### src/rtl/store_pkg.sv
// Shared definitions for the store unit: funct3 store widths, FSM states and
// the width-to-byte-mask helper.
package store_pkg;

  localparam logic [2:0] FUNCT3_SB = 3'd0;
  localparam logic [2:0] FUNCT3_SH = 3'd1;
  localparam logic [2:0] FUNCT3_SW = 3'd2;
  localparam logic [2:0] FUNCT3_SD = 3'd3;

  typedef enum logic [1:0] {
    StIdle,
    StRead,
    StWrite
  } store_state_e;

  // Unshifted byte mask for a store width encoded as funct3[1:0].
  function automatic logic [7:0] width_byte_mask(input logic [1:0] width);
    logic [7:0] mask;
    unique case (width)
      2'd0:    mask = 8'h01;
      2'd1:    mask = 8'h03;
      2'd2:    mask = 8'h0F;
      default: mask = 8'hFF;
    endcase
    return mask;
  endfunction

endpackage

### src/rtl/store_if.sv
// Store request and data-memory port bundle. The unit side uses the slave
// modport; the execute stage and memory side use master.
interface store_if #(
  parameter int unsigned XLEN       = 32,
  parameter int unsigned ADDR_WIDTH = 32
) ();

  logic                    store_valid;
  logic                    store_ready;
  logic [2:0]              funct3;
  logic [XLEN-1:0]         rs1_value;
  logic [XLEN-1:0]         rs2_value;
  logic [11:0]             immediate12_store;
  logic                    memory_read_request;
  logic [ADDR_WIDTH-1:0]   memory_read_address;
  logic                    memory_read_valid;
  logic [XLEN-1:0]         memory_read_value;
  logic                    memory_write_request;
  logic [ADDR_WIDTH-1:0]   memory_write_address;
  logic [XLEN-1:0]         memory_write_value;
  logic [XLEN/8-1:0]       memory_write_strobe;
  logic                    memory_write_ack;
  logic                    store_done;
  logic                    store_fault;

  modport slave (
    input  store_valid, funct3, rs1_value, rs2_value, immediate12_store,
           memory_read_valid, memory_read_value, memory_write_ack,
    output store_ready, memory_read_request, memory_read_address,
           memory_write_request, memory_write_address, memory_write_value,
           memory_write_strobe, store_done, store_fault
  );

  modport master (
    output store_valid, funct3, rs1_value, rs2_value, immediate12_store,
           memory_read_valid, memory_read_value, memory_write_ack,
    input  store_ready, memory_read_request, memory_read_address,
           memory_write_request, memory_write_address, memory_write_value,
           memory_write_strobe, store_done, store_fault
  );

endinterface

### src/rtl/store_lane_merge.sv
// Byte-lane merge of store data into a memory word (RMW), or shifted data plus
// byte strobes when STORE_BYTE_ENABLE_EN is defined.
module store_lane_merge
  import store_pkg::*;
#(
  parameter int unsigned XLEN = 32
) (
  input  logic [1:0]                width,
  input  logic [$clog2(XLEN/8)-1:0] offset,
  input  logic [XLEN-1:0]           store_data,
  input  logic [XLEN-1:0]           read_word,
  output logic [XLEN-1:0]           value,
  output logic [XLEN/8-1:0]         strobe
);

  localparam int unsigned NumBytes = XLEN / 8;

  logic [7:0]          base_mask;
  logic                unused_base_mask;
  logic [NumBytes-1:0] byte_mask;
  logic [XLEN-1:0]     shifted;

  assign base_mask        = width_byte_mask(width);
  assign unused_base_mask = ^base_mask;
  assign byte_mask        = base_mask[NumBytes-1:0] << offset;
  assign shifted          = store_data << {offset, 3'b000};

`ifdef STORE_BYTE_ENABLE_EN
  logic unused_read_word;
  assign unused_read_word = ^read_word;
  assign value            = shifted;
  assign strobe           = byte_mask;
`else
  logic [XLEN-1:0] bit_mask;

  always_comb begin
    bit_mask = '0;
    for (int i = 0; i < int'(NumBytes); i++) begin
      bit_mask[8*i +: 8] = {8{byte_mask[i]}};
    end
  end

  // The merged word is complete, so every lane is written.
  assign value  = (read_word & ~bit_mask) | (shifted & bit_mask);
  assign strobe = '1;
`endif

endmodule

### src/rtl/store_unit.sv
// RISC-V store unit: address generation, width/alignment checks and RMW or
// strobed writes. Define STORE_BYTE_ENABLE_EN to skip the read phase.
module store_unit
  import store_pkg::*;
#(
  parameter int unsigned XLEN       = 32,
  parameter int unsigned ADDR_WIDTH = 32
) (
  input  logic   clock,
  input  logic   reset_n,
  store_if.slave bus
);

  localparam int unsigned NumBytes  = XLEN / 8;
  localparam int unsigned OffWidth  = $clog2(NumBytes);
  localparam bit          HasSd     = (XLEN == 64);
  localparam logic [1:0]  FullWidth = HasSd ? 2'd3 : 2'd2;

  store_state_e          state_q, state_d;
  logic [1:0]            width_q, width_d;
  logic [OffWidth-1:0]   off_q, off_d;
  logic [XLEN-1:0]       rs2_q, rs2_d;
  logic                  rd_req_q, rd_req_d;
  logic                  wr_req_q, wr_req_d;
  logic                  done_q, done_d;
  logic                  fault_q, fault_d;
  logic [ADDR_WIDTH-1:0] rd_addr_q, rd_addr_d;
  logic [ADDR_WIDTH-1:0] wr_addr_q, wr_addr_d;
  logic [XLEN-1:0]       wr_value_q, wr_value_d;
  logic [NumBytes-1:0]   wr_strobe_q, wr_strobe_d;

  logic [ADDR_WIDTH-1:0] ea, aligned;
  logic [OffWidth-1:0]   off_in;
  logic                  illegal, misaligned, partial, in_read;
  logic [1:0]            merge_width;
  logic [OffWidth-1:0]   merge_offset;
  logic [XLEN-1:0]       merge_data, merge_read, merge_value;
  logic [NumBytes-1:0]   merge_strobe;

  assign ea      = bus.rs1_value[ADDR_WIDTH-1:0]
                 + {{(ADDR_WIDTH - 12){bus.immediate12_store[11]}}, bus.immediate12_store};
  assign off_in  = ea[OffWidth-1:0];
  assign aligned = {ea[ADDR_WIDTH-1:OffWidth], {OffWidth{1'b0}}};
  assign illegal = bus.funct3[2] || (!HasSd && (bus.funct3 == FUNCT3_SD));

  always_comb begin
    misaligned = 1'b0;
    case (bus.funct3)
      FUNCT3_SH: misaligned = off_in[0];
      FUNCT3_SW: misaligned = |off_in[1:0];
      FUNCT3_SD: misaligned = |off_in;
      default:   misaligned = 1'b0;
    endcase
  end

`ifdef STORE_BYTE_ENABLE_EN
  assign partial = 1'b0;
`else
  assign partial = (bus.funct3[1:0] != FullWidth);
`endif

  // One merge instance: fed by live operands at accept, latched ones in READ.
  assign in_read      = (state_q == StRead);
  assign merge_width  = in_read ? width_q : bus.funct3[1:0];
  assign merge_offset = in_read ? off_q : off_in;
  assign merge_data   = in_read ? rs2_q : bus.rs2_value;
  assign merge_read   = in_read ? bus.memory_read_value : '0;

  store_lane_merge #(
    .XLEN (XLEN)
  ) u_lane_merge (
    .width      (merge_width),
    .offset     (merge_offset),
    .store_data (merge_data),
    .read_word  (merge_read),
    .value      (merge_value),
    .strobe     (merge_strobe)
  );

  always_comb begin
    state_d     = state_q;
    width_d     = width_q;
    off_d       = off_q;
    rs2_d       = rs2_q;
    rd_req_d    = rd_req_q;
    wr_req_d    = wr_req_q;
    done_d      = 1'b0;
    fault_d     = 1'b0;
    rd_addr_d   = rd_addr_q;
    wr_addr_d   = wr_addr_q;
    wr_value_d  = wr_value_q;
    wr_strobe_d = wr_strobe_q;
    unique case (state_q)
      StIdle: begin
        if (bus.store_valid) begin
          if (illegal || misaligned) begin
            fault_d = 1'b1;
          end else begin
            width_d   = bus.funct3[1:0];
            off_d     = off_in;
            rs2_d     = bus.rs2_value;
            rd_addr_d = aligned;
            wr_addr_d = aligned;
            if (partial) begin
              rd_req_d = 1'b1;
              state_d  = StRead;
            end else begin
              wr_req_d    = 1'b1;
              wr_value_d  = merge_value;
              wr_strobe_d = merge_strobe;
              state_d     = StWrite;
            end
          end
        end
      end
      StRead: begin
        if (bus.memory_read_valid) begin
          rd_req_d    = 1'b0;
          wr_req_d    = 1'b1;
          wr_value_d  = merge_value;
          wr_strobe_d = merge_strobe;
          state_d     = StWrite;
        end
      end
      StWrite: begin
        if (bus.memory_write_ack) begin
          wr_req_d = 1'b0;
          done_d   = 1'b1;
          state_d  = StIdle;
        end
      end
      default: state_d = StIdle;
    endcase
  end

  always_ff @(posedge clock or negedge reset_n) begin
    if (!reset_n) begin
      state_q     <= StIdle;
      width_q     <= '0;
      off_q       <= '0;
      rs2_q       <= '0;
      rd_req_q    <= 1'b0;
      wr_req_q    <= 1'b0;
      done_q      <= 1'b0;
      fault_q     <= 1'b0;
      rd_addr_q   <= '0;
      wr_addr_q   <= '0;
      wr_value_q  <= '0;
      wr_strobe_q <= '0;
    end else begin
      state_q     <= state_d;
      width_q     <= width_d;
      off_q       <= off_d;
      rs2_q       <= rs2_d;
      rd_req_q    <= rd_req_d;
      wr_req_q    <= wr_req_d;
      done_q      <= done_d;
      fault_q     <= fault_d;
      rd_addr_q   <= rd_addr_d;
      wr_addr_q   <= wr_addr_d;
      wr_value_q  <= wr_value_d;
      wr_strobe_q <= wr_strobe_d;
    end
  end

  assign bus.store_ready          = (state_q == StIdle);
`ifdef STORE_BYTE_ENABLE_EN
  logic unused_rd_req;
  assign unused_rd_req            = rd_req_q;
  assign bus.memory_read_request  = 1'b0;
`else
  assign bus.memory_read_request  = rd_req_q;
`endif
  assign bus.memory_read_address  = rd_addr_q;
  assign bus.memory_write_request = wr_req_q;
  assign bus.memory_write_address = wr_addr_q;
  assign bus.memory_write_value   = wr_value_q;
  assign bus.memory_write_strobe  = wr_strobe_q;
  assign bus.store_done           = done_q;
  assign bus.store_fault          = fault_q;

endmodule

### src/flat_wrapper.sv
// flat-port wrapper written by rule: the top's interface ports become plain ports
module store_unit_flat import store_pkg::*;
#(
  parameter int unsigned XLEN       = 32,
  parameter int unsigned ADDR_WIDTH = 32
)
  (clock, reset_n, bus_store_valid, bus_funct3, bus_rs1_value, bus_rs2_value, bus_immediate12_store, bus_memory_read_valid, bus_memory_read_value, bus_memory_write_ack, bus_store_ready, bus_memory_read_request, bus_memory_read_address, bus_memory_write_request, bus_memory_write_address, bus_memory_write_value, bus_memory_write_strobe, bus_store_done, bus_store_fault);
  store_if #(.XLEN(XLEN), .ADDR_WIDTH(ADDR_WIDTH)) bus_i ();
  input  logic clock;
  input  logic reset_n;
  input wire logic [$bits(bus_i.store_valid)-1:0] bus_store_valid;
  input wire logic [$bits(bus_i.funct3)-1:0] bus_funct3;
  input wire logic [$bits(bus_i.rs1_value)-1:0] bus_rs1_value;
  input wire logic [$bits(bus_i.rs2_value)-1:0] bus_rs2_value;
  input wire logic [$bits(bus_i.immediate12_store)-1:0] bus_immediate12_store;
  input wire logic [$bits(bus_i.memory_read_valid)-1:0] bus_memory_read_valid;
  input wire logic [$bits(bus_i.memory_read_value)-1:0] bus_memory_read_value;
  input wire logic [$bits(bus_i.memory_write_ack)-1:0] bus_memory_write_ack;
  output wire logic [$bits(bus_i.store_ready)-1:0] bus_store_ready;
  output wire logic [$bits(bus_i.memory_read_request)-1:0] bus_memory_read_request;
  output wire logic [$bits(bus_i.memory_read_address)-1:0] bus_memory_read_address;
  output wire logic [$bits(bus_i.memory_write_request)-1:0] bus_memory_write_request;
  output wire logic [$bits(bus_i.memory_write_address)-1:0] bus_memory_write_address;
  output wire logic [$bits(bus_i.memory_write_value)-1:0] bus_memory_write_value;
  output wire logic [$bits(bus_i.memory_write_strobe)-1:0] bus_memory_write_strobe;
  output wire logic [$bits(bus_i.store_done)-1:0] bus_store_done;
  output wire logic [$bits(bus_i.store_fault)-1:0] bus_store_fault;
  assign bus_i.store_valid = bus_store_valid;
  assign bus_i.funct3 = bus_funct3;
  assign bus_i.rs1_value = bus_rs1_value;
  assign bus_i.rs2_value = bus_rs2_value;
  assign bus_i.immediate12_store = bus_immediate12_store;
  assign bus_i.memory_read_valid = bus_memory_read_valid;
  assign bus_i.memory_read_value = bus_memory_read_value;
  assign bus_i.memory_write_ack = bus_memory_write_ack;
  assign bus_store_ready = bus_i.store_ready;
  assign bus_memory_read_request = bus_i.memory_read_request;
  assign bus_memory_read_address = bus_i.memory_read_address;
  assign bus_memory_write_request = bus_i.memory_write_request;
  assign bus_memory_write_address = bus_i.memory_write_address;
  assign bus_memory_write_value = bus_i.memory_write_value;
  assign bus_memory_write_strobe = bus_i.memory_write_strobe;
  assign bus_store_done = bus_i.store_done;
  assign bus_store_fault = bus_i.store_fault;
  store_unit #(.XLEN(XLEN), .ADDR_WIDTH(ADDR_WIDTH)) u_core (.clock(clock), .reset_n(reset_n), .bus(bus_i));
endmodule
### config.mk
export PLATFORM = sky130hd
export DESIGN_NAME = store_unit_flat
export DESIGN_NICKNAME = d
export VERILOG_FILES = /design/src/rtl/store_pkg.sv /design/src/rtl/store_if.sv /design/src/rtl/store_lane_merge.sv /design/src/rtl/store_unit.sv /design/src/flat_wrapper.sv
export SDC_FILE = /design/constraint.sdc
export NUM_CORES = 1
export LEC_CHECK = 0
export BUFFER_PORTS_ARGS = -buffer_cell sky130_fd_sc_hd__buf_2
export CORE_MARGIN = 3
export CORE_UTILIZATION = 45
export DETAILED_ROUTE_END_ITERATION = 10
export MAX_ROUTING_LAYER = met4
export PLACE_DENSITY_LB_ADDON = 0.3
export SYNTH_ARGS = -nofsm -noshare
export SYNTH_HDL_FRONTEND = slang
export SYNTH_SLANG_ARGS = --single-unit
export TNS_END_PERCENT = 10
### constraint.sdc
create_clock -name clock -period 2.6 [get_ports clock]
set_clock_uncertainty 0.1 [all_clocks]
set_input_delay 0.52 -clock clock [delete_from_list [all_inputs] [get_ports clock]]
set_output_delay 0.52 -clock clock [all_outputs]
set_load 0.02 [all_outputs]
==> results of run 1 <==
-- area by class of cell --
type                       instances  share of cell area
clock buffer                      10              0.0234
sequential                       105               0.269
multi-input combinational        713               0.451
tap                              216              0.0277
antenna                            5             0.00128
clock inverter                     6             0.00666
inverter                           4             0.00154
timing repair buffer             330               0.219
-- timing repair --
action / CTS / global route
setup buffers: 0 / 3
resized for setup: 0 / 9
setup endpoints to repair: 0 / 52
-- placed cells by master (no fill, tap or decap), drive strengths merged, types with 4 or more instances in the layout --
cell type and count:
nand4 4, a31oi 30, a21oi 87, mux2i 41
nand2b 12, mux2 11, dfrtp 105, nor3 10
or4 4, ha 31, o22ai 9, o21ai 38
nand2 166, diode 5, and3 5, nor2b 18
o211ai 5, and2 8, inv 6, o21bai 6
a211oi 27, or2 5, conb 4, buf 328
xnor2 11, clkbuf 12, a21o 9, xor2 11
nand3 30, nor2 87, o21a 12
-- flip-flops by register name, indices dropped and copies added (netlist names), 2 cells and up --
register	flops
u_core.bus.memory_write_value	32
u_core.rs2_q	32
u_core.bus.memory_read_address	30
u_core.off_q	2
u_core.state_q	2
u_core.width_q	2
-- worst register-to-register path: cells and delay by family, from the launching register on --
| kind | cells | cell delay [ns] |
|---|---|---|
| buffers and inverters | 3 | 0.55 |
| flip-flops | 1 | 0.42 |
| AO/OA/AOI/OAI | 4 | 0.78 |
| AND/OR/NAND/NOR | 2 | 0.36 |
-- path summary, 6_finish.rpt --
path,slack (ns),to,from,depth (start not counted)
hold / removal,-0.006,u_core.bus.memory_write_value[4],reset_n,1
setup reg to reg,0.25,u_core.bus.memory_write_value[24],u_core.state_q[0],9
hold reg to reg,0.38,u_core.width_q[1],u_core.width_q[1],2
setup / recovery,0.08,u_core.bus.memory_write_value[9],bus_rs1_value[0],12
min in group clock,0.26,u_core.bus.memory_read_request,bus_memory_read_valid,2
max in group asynchronous,1.71,u_core.bus.memory_read_address[9],reset_n,2
-- kinds of logic after synthesis --
family | count (synthesis)
AND/OR/NAND/NOR | 355
AO/OA/AOI/OAI | 247
buffers and inverters | 95
XOR/XNOR | 22
flip-flops | 105
other | 1
adder cells (fa/ha/maj) | 32
multiplexers | 52
-- report_power, final --
group | internal [mW] | switching [mW] | leakage, nW
combinational | 1.65 | 2.46 | 3.37
clock | 0.752 | 0.631 | 0.143
sequential | 2.29 | 0.503 | 1.28
-- per-layer routing --
metal,track usage,part of all wire,vias to the layer above
met5,-,0,-
met4,0.0627,0.017,0
met3,0.0394,0.072,29
met2,0.389,0.46,290
met1,0.344,0.45,3510
li1,-,-,3697
-- metrics by stage --
stage | utilization | TNS (ns) | hold WS (ns)
CTS | 0.594 | 0 | 0.000187
detailed placement | 0.576 | -24.80 | 0.367
global placement | 0.576 | -21.59 | 0.359
finish | 0.606 | 0 | -0.00573
floorplan | - | -0.0250 | 0.124
global route | 0.606 | -0.00153 | 0.0128
==> flow_metrics.tcl, run 1 <==
set metrics [dict create \
    status "complete, but fails checks" \
    violations "hold timing" \
    power_density_nw_per_um2 848 \
    endpoint_kind "register" \
    max_stage_delay_ns 0.49 \
    ys_ff_latch 105 \
    cp_top_family "compound AO/OA/AOI/OAI gates" \
    layout-drive-gt1-share 0.327 \
    fmax_mhz 397 \
    finalPower_mw 8.28 \
    worstSetupPathType "input pin to register" \
    overflow 0 \
    period_share 0.969 \
    synth_top_area_share 0.349 \
    tritoncts "done" \
    crit_path_cell_trace "buf_6 -> ha_4 -> fa_2 -> o21a_1 -> o22a_1 -> nor2_4 -> nand3_4 -> o21ai_4 -> buf_12 -> buf_8 -> nor2_1 -> a31oi_1" \
    cp_num_buf_inv 3 \
    ir_drop_mv 0.438 \
    cts.clk_slew.worst_paths_ns 0.07 \
    die_w_um 135 \
    grt_max_degree 66 \
    core_area_um2 16100 \
    io_buffers 216 \
    cts.hold.buffers_added 0 \
    routedWlPerCell_um 16.5 \
    fin_ws_ns 0.0804 \
    grt_pass1_wl_um 36000 \
    dp_hpwl_um 17700 \
    crit_slowest_cell "fa_2" \
    final_cell_area_um2 9770 \
    synth-main-ff-cell "dfrtp_1" \
    ys_warn_count 0 \
    syn_area_um2 7530 \
    cp_max_fo 18 \
    fp.dieH_um 135 \
    p_leak_nw 4.79 \
    htreeDepth 3 \
    synth_xor_area_frac 0.0256 \
    cts-root-buf "clkbuf_16" \
    final_nets 1311 \
    yosysMostFrequentCell "nand2_1" \
    gp_congestion 0.901 \
    antenna_found_initial 4 \
    wirelength_um 23000 \
    firstDrtPassIters 5 \
    hold_class "input pin to async pin" \
    avgSynthCellArea_um2 8.28 \
    instances_no_fill 1389 \
    initial_core_util 0.467 \
    synthMuxAreaShare 0.0720 \
    critPathArrivalTime_ns 2.68 \
    hold_slack_ns -0.00573 \
    synthSimpleGateAreaFrac 0.212 \
    dpl_worst_slack_ns -0.329 \
    insertion_delay_ns 0.35 \
    placed_cells 1360 \
    crit_required_ns 2.76 \
    synthArstFlopShare 1.00 \
    vias 7526 \
    grt_use_total 0.250 \
    ys_types 69 \
    cp-start-kind "input pin" \
    cts.sinks 105 \
    min_period_ns 2.52 \
    max_cap_violations 0 \
    relSlewSlack 0.655 \
    ios 221 \
    synth_cells 909 \
    hold_violations 6 \
    vias_per_cell 5.42 \
    ff_latch_area_um2 2630 \
    synth_top_cell_by_area "dfrtp_1" \
    placed_cell_area_um2 9280 \
    grt_pass1_vias 6987 \
    drt_iter0_drc 469 \
    synth_top_family_by_area "simple AND/OR/NAND/NOR gates" \
    cts_buffer_depth 2 \
    cts_buffers 9 \
    yosys-top-cells-area "dfrtp_1, nand2_1, a21oi_1" \
    synthAdderAreaFrac 0.0542 \
    worstMarginPinSlew_ns 0.515 \
    area_growth_syn_to_layout_pct 29.7 \
    synth_compound_area_frac 0.211 \
    ant_nets 0 \
    remaining_drc_errors 0 \
    fp.dieArea_um2 18300 \
    synth_common_cells "nand2_1, dfrtp_1, nor2_1" \
    rows 46 \
    multi_input_area_um2 4410 \
    fillers 1445 \
    ys_seq_area_frac 0.349 \
    synth-edff-count 0 \
    finalSetupViolCount 0 \
    report.final.slew_viol_count 0 \
]
(Power assumes the default switching activity.)
==> run 2, diff against run 1 <==
Settings changed: BUFFER_PORTS_ARGS -buffer_cell sky130_fd_sc_hd__buf_2 to -buffer_cell sky130_fd_sc_hd__buf_4.
Clock period 2.6 ns to 2.15 ns, I/O delays scaled along.
==> flow_metrics.tcl, run 2 (same netlist as run 1, synthesis figures left out) <==
set metrics [dict create \
    mostFrequentLayoutCell "buf_4" \
    io_buffers 216 \
    ant_nets 0 \
    reg2reg_depth 6 \
    die_w_um 135 \
    status "complete, but fails checks" \
    area_growth_syn_to_layout_pct 43.4 \
    fp.dieH_um 135 \
    period_share 1.14 \
    insertion_delay_ns 0.36 \
    wirelength_um 24200 \
    layout-drive-gt1-share 0.363 \
    finalSetupViolCount 92 \
    final_nets 1351 \
    clkPwrFrac 0.167 \
    worstSetupPathType "input pin to register" \
    endpoint_kind "register" \
    max_stage_delay_ns 0.57 \
    min_period_ns 2.44 \
    max_cap_violations 0 \
    ios 221 \
    cp_max_fo 8 \
    worstHoldPathCells 2 \
    violations "setup timing" \
    multi_input_area_um2 4500 \
    grt_pass1_wl_um 38200 \
    p_sw_mw 4.50 \
    fp.dieArea_um2 18300 \
    crit_required_ns 2.31 \
    fmax_mhz 410 \
    crit_path_cell_trace "buf_8 -> ha_4 -> fa_2 -> buf_4 -> mux2_2 -> o21bai_1 -> and2_1 -> nand3_1 -> a31oi_1" \
    crit_slowest_cell "fa_2" \
    dpl_worst_slack_ns -0.671 \
    firstDrtPassIters 5 \
    cp_top_family "adder cells" \
    fin_ws_ns -0.290 \
    hold_violations 0 \
    antenna_found_initial 0 \
    cts_buffer_depth 2 \
    p_comb_frac 0.519 \
    drt_iter0_drc 655 \
    routedWlPerCell_um 17.0 \
    p_int_mw 6.47 \
    overflow 0 \
    wl_met3_um 1740 \
    rows 46 \
    cp_num_cells 9 \
    ff_latch_area_um2 2630 \
    cts.sinks 105 \
    wl_met2_um 11400 \
    gp_congestion 0.971 \
    initial_core_util 0.467 \
    grt_use_total 0.266 \
    placed_cell_area_um2 10100 \
    htreeDepth 3 \
    tritoncts "done" \
    power_density_nw_per_um2 1020 \
    sequentialPowerShare 0.314 \
    vias_per_cell 5.43 \
    cp_num_buf_inv 2 \
    vias 7735 \
    final_cell_area_um2 10800 \
    critPathArrivalTime_ns 2.60 \
    met1_length_um 10400 \
    topRoutingLayerUsed "met4" \
    ir_drop_mv 0.625 \
    r2r_slack_ns -0.14 \
    cts_buffers 9 \
    report.final.slew_viol_count 0 \
    grt_pass1_vias 7400 \
    swShare 0.410 \
    cts-root-buf "clkbuf_16" \
    layout_common_cells "buf_4, nand2_1, dfrtp_1" \
    grt_setup_unrepaired "yes" \
    cts.clk_slew.worst_paths_ns 0.07 \
    fillers 1379 \
    core_area_um2 16100 \
    dp_hpwl_um 18200 \
    p_leak_nw 5.22 \
    remaining_drc_errors 0 \
    cp-start-kind "input pin" \
    diodes 0 \
    hold_class "input pin to register" \
    grt_max_degree 47 \
]
-- run 2: cell count changes in the layout (fill, tap and decap cells not counted), sizes merged --
cell / change
inv: -2
bufinv: +1
dlygate4sd3: +1
diode: -5
clkinv: -1
clkbuf: +1
nand3: -1
mux2: +1
buf: +40
-- run 2: area by class of cell --
type / instances / share of cell area
Multi-Input combinational cell: 713 / 0.416
Clock buffer: 12 / 0.0228
Clock inverter: 4 / 0.00707
Inverter: 4 / 0.00139
Tap cell: 216 / 0.0250
Sequential cell: 105 / 0.243
Timing Repair Buffer: 370 / 0.284
-- run 2: through the flow --
step | hold WS, ns | std cells | TNS, ns | util | power (mW)
after detailed placement | 0.239 | 1391 | -52.39 | 0.624 | 8.91
after global routing | 0.146 | 1424 | -21.83 | 0.670 | 11.6
after floorplan | 0.0344 | 912 | -22.39 | - | 6.69
after CTS | 0.141 | 1419 | -8.96 | 0.663 | 10.9
after global placement | 0.243 | 1391 | -48.72 | 0.624 | 8.80
final | 0.153 | 1424 | -11.71 | 0.670 | 11.0
-- run 2: worst paths after layout --
kind,start,to
max,bus_immediate12_store[0],u_core.bus.memory_write_value[19]
min,bus_memory_read_valid,u_core.bus.memory_read_request
max reg2reg,u_core.state_q[1],u_core.bus.memory_write_value[19]
min reg2reg,u_core.rs2_q[25],u_core.rs2_q[25]
min in group asynchronous,reset_n,u_core.bus.memory_write_value[3]
max in group asynchronous,reset_n,u_core.bus.memory_read_address[25]
-- run 2: repair_timing --
| action | CTS | global route |
|---|---|---|
| gates cloned | 3 | 1 |
| buffers inserted | 9 | 4 |
| resized for setup | 31 | 9 |
| setup endpoints to repair | 92 | 103 |
| hold buffers | 1 | 0 |
| pin swaps | 8 | 4 |
| hold endpoints to repair | 19 | 0 |
-- run 2: per-layer routing --
layer / vias up / track usage
met4: 0 / 0.102
met5: - / -
met3: 41 / 0.0364
met1: 3603 / 0.346
li1: 3767 / -
met2: 324 / 0.423
-- run 2: power by group through the flow --
stage	sequential (mW)	clock (mW)	combinational, mW
final	3.45	1.83	5.70
after global routing	3.54	1.93	6.12
after CTS	3.43	1.86	5.61
after detailed placement	3.44	0	5.47
after global placement	3.42	0	5.38
after floorplan	3.96	0	2.72
==> run 3, diff against run 2 <==
Settings changed: RECOVER_POWER from default to 100.
==> flow_metrics.tcl, run 3 (same netlist as run 1, synthesis figures left out) <==
set metrics [dict create \
    status "complete, but fails checks" \
    violations "setup timing" \
    placed_cells 1391 \
    p_sw_mw 4.47 \
    grt_pass1_vias 7400 \
    rows 46 \
    hold_violations 0 \
    vias_per_cell 5.43 \
    report.final.slew_viol_count 0 \
    grt_pass1_wl_um 38200 \
    dpl_worst_slack_ns -0.671 \
    tritoncts "done" \
    fillers 1500 \
    io_buffers 216 \
    cp_max_fo 8 \
    ios 221 \
    reg2reg_depth 6 \
    crit_slowest_cell "fa_2" \
    cp-endpoint "u_core.bus.memory_write_value[19]" \
    swShare 0.435 \
    instances_no_fill 1424 \
    top_usage_layer "met2" \
    reg2reg_from "u_core.state_q[1]" \
    ant_nets 0 \
    cts.clk_slew.worst_paths_ns 0.07 \
    grt_max_degree 47 \
    p_leak_nw 4.84 \
    clkPwrFrac 0.178 \
    tns_ns -11.57 \
    fmax_mhz 409 \
    layout-drive-gt1-share 0.278 \
    min_period_ns 2.45 \
    cp-start-kind "input pin" \
    grt_use_met1 0.346 \
    p_comb_frac 0.489 \
    r2r_slack_ns -0.14 \
    crit_required_ns 2.31 \
    wirelength_um 24100 \
    multi_input_area_um2 4500 \
    dp_hpwl_um 18200 \
    relSlewSlack 0.205 \
    ir_drop_mv 0.517 \
    die_w_um 135 \
    final_cell_area_um2 10400 \
    utilization 0.646 \
    antenna_found_initial 0 \
    endpoint_kind "register" \
    diodes 0 \
    sequentialPowerShare 0.333 \
    cts.sinks 105 \
    core_area_um2 16100 \
    reg2reg_to "u_core.bus.memory_write_value[19]" \
    mostFrequentLayoutCell "buf_4" \
    hold_class "input pin to register" \
    fp.dieArea_um2 18300 \
    htreeDepth 3 \
    vias 7728 \
    fin_ws_ns -0.296 \
    remaining_drc_errors 0 \
    placed_cell_area_um2 10100 \
    worstMarginPinSlew_ns 1.19 \
    cts_buffer_depth 2 \
    area_growth_syn_to_layout_pct 38.2 \
    cts_buffers 9 \
    ff_latch_area_um2 2630 \
    grt_use_total 0.266 \
    cp-startpoint "bus_immediate12_store[0]" \
    insertion_delay_ns 0.36 \
    final_nets 1351 \
    gp_congestion 0.971 \
    worstSetupPathType "input pin to register" \
    finalSetupViolCount 92 \
    grtUsageMet3 0.0364 \
    crit_path_cell_trace "buf_8 -> ha_4 -> fa_2 -> buf_4 -> mux2_2 -> o21bai_1 -> and2_1 -> nand3_1 -> a31oi_1" \
    period_share 1.14 \
    p_int_mw 5.80 \
    worstHoldPathCells 2 \
    overflow 0 \
    max_cap_violations 0 \
    finalPower_mw 10.3 \
    drt_iter0_drc 601 \
    critPathArrivalTime_ns 2.60 \
    fp.dieH_um 135 \
    cts-root-buf "clkbuf_16" \
    grt_use_met2 0.423 \
    firstDrtPassIters 6 \
    power_density_nw_per_um2 987 \
    routedWlPerCell_um 16.9 \
    max_stage_delay_ns 0.57 \
    layout_common_cells "buf_4, nand2_1, dfrtp_1" \
    hold_slack_ns 0.152 \
    grt_setup_unrepaired "yes" \
    initial_core_util 0.467 \
]
## run 3: changes by cell type in the layout (fill, tap and decap cells not counted), sizes merged
cell and change:
buf -104, clkbuf +104
## run 3: power by group through the flow
stage	sequential [mW]	clock [mW]	combinational, mW
after floorplan	3.96	0	2.72
after detailed placement	3.44	0	5.47
final	3.42	1.83	5.02
after global routing	3.52	1.93	5.44
after CTS	3.43	1.86	5.61
after global placement	3.42	0	5.38
## run 3: worst min path at each step
| stage | start | end | slack, ns |
|---|---|---|---|
| final | bus_memory_read_valid | u_core.bus.memory_read_request | 0.15 |
| after global routing | bus_memory_read_valid | u_core.bus.memory_read_request | 0.15 |
| after CTS | bus_memory_read_valid | u_core.bus.memory_read_request | 0.14 |
| after detailed placement | reset_n | u_core.bus.memory_write_value[2] | 0.24 |
| after global placement | reset_n | u_core.bus.memory_write_value[20] | 0.24 |
| after floorplan | reset_n | u_core.bus.memory_read_address[10] | 0.03 |
## run 3: what timing repair did
action,CTS,global route
hold buffers,1,0
buffers inserted,9,4
endpoints found under the setup margin,92,103
endpoints found under the hold margin,19,0
gates resized for setup,31,9
gates cloned,3,1
pin swaps,8,4
## run 3: cell type report
class                      count  area share
inverter                       4     0.00144
clock inverter                 4     0.00734
multi-input combinational    713       0.432
tap                          216      0.0260
sequential                   105       0.253
timing repair buffer         370       0.257
clock buffer                  12      0.0237
## run 3: worst max-delay path, delay by kind of cell
family | cells | cell delay [ns]
AO/OA/AOI/OAI | 2 | 0.46
AND/OR/NAND/NOR | 2 | 0.50
buffers and inverters | 2 | 0.24
multiplexers | 1 | 0.24
adder cells (fa/ha/maj) | 2 | 0.72
## run 3: routing by layer
metal,vias to the layer above,wire length [um]
li1,3766,-
met1,3601,10300
met2,315,11300
met3,46,1660
met4,0,750
met5,-,0
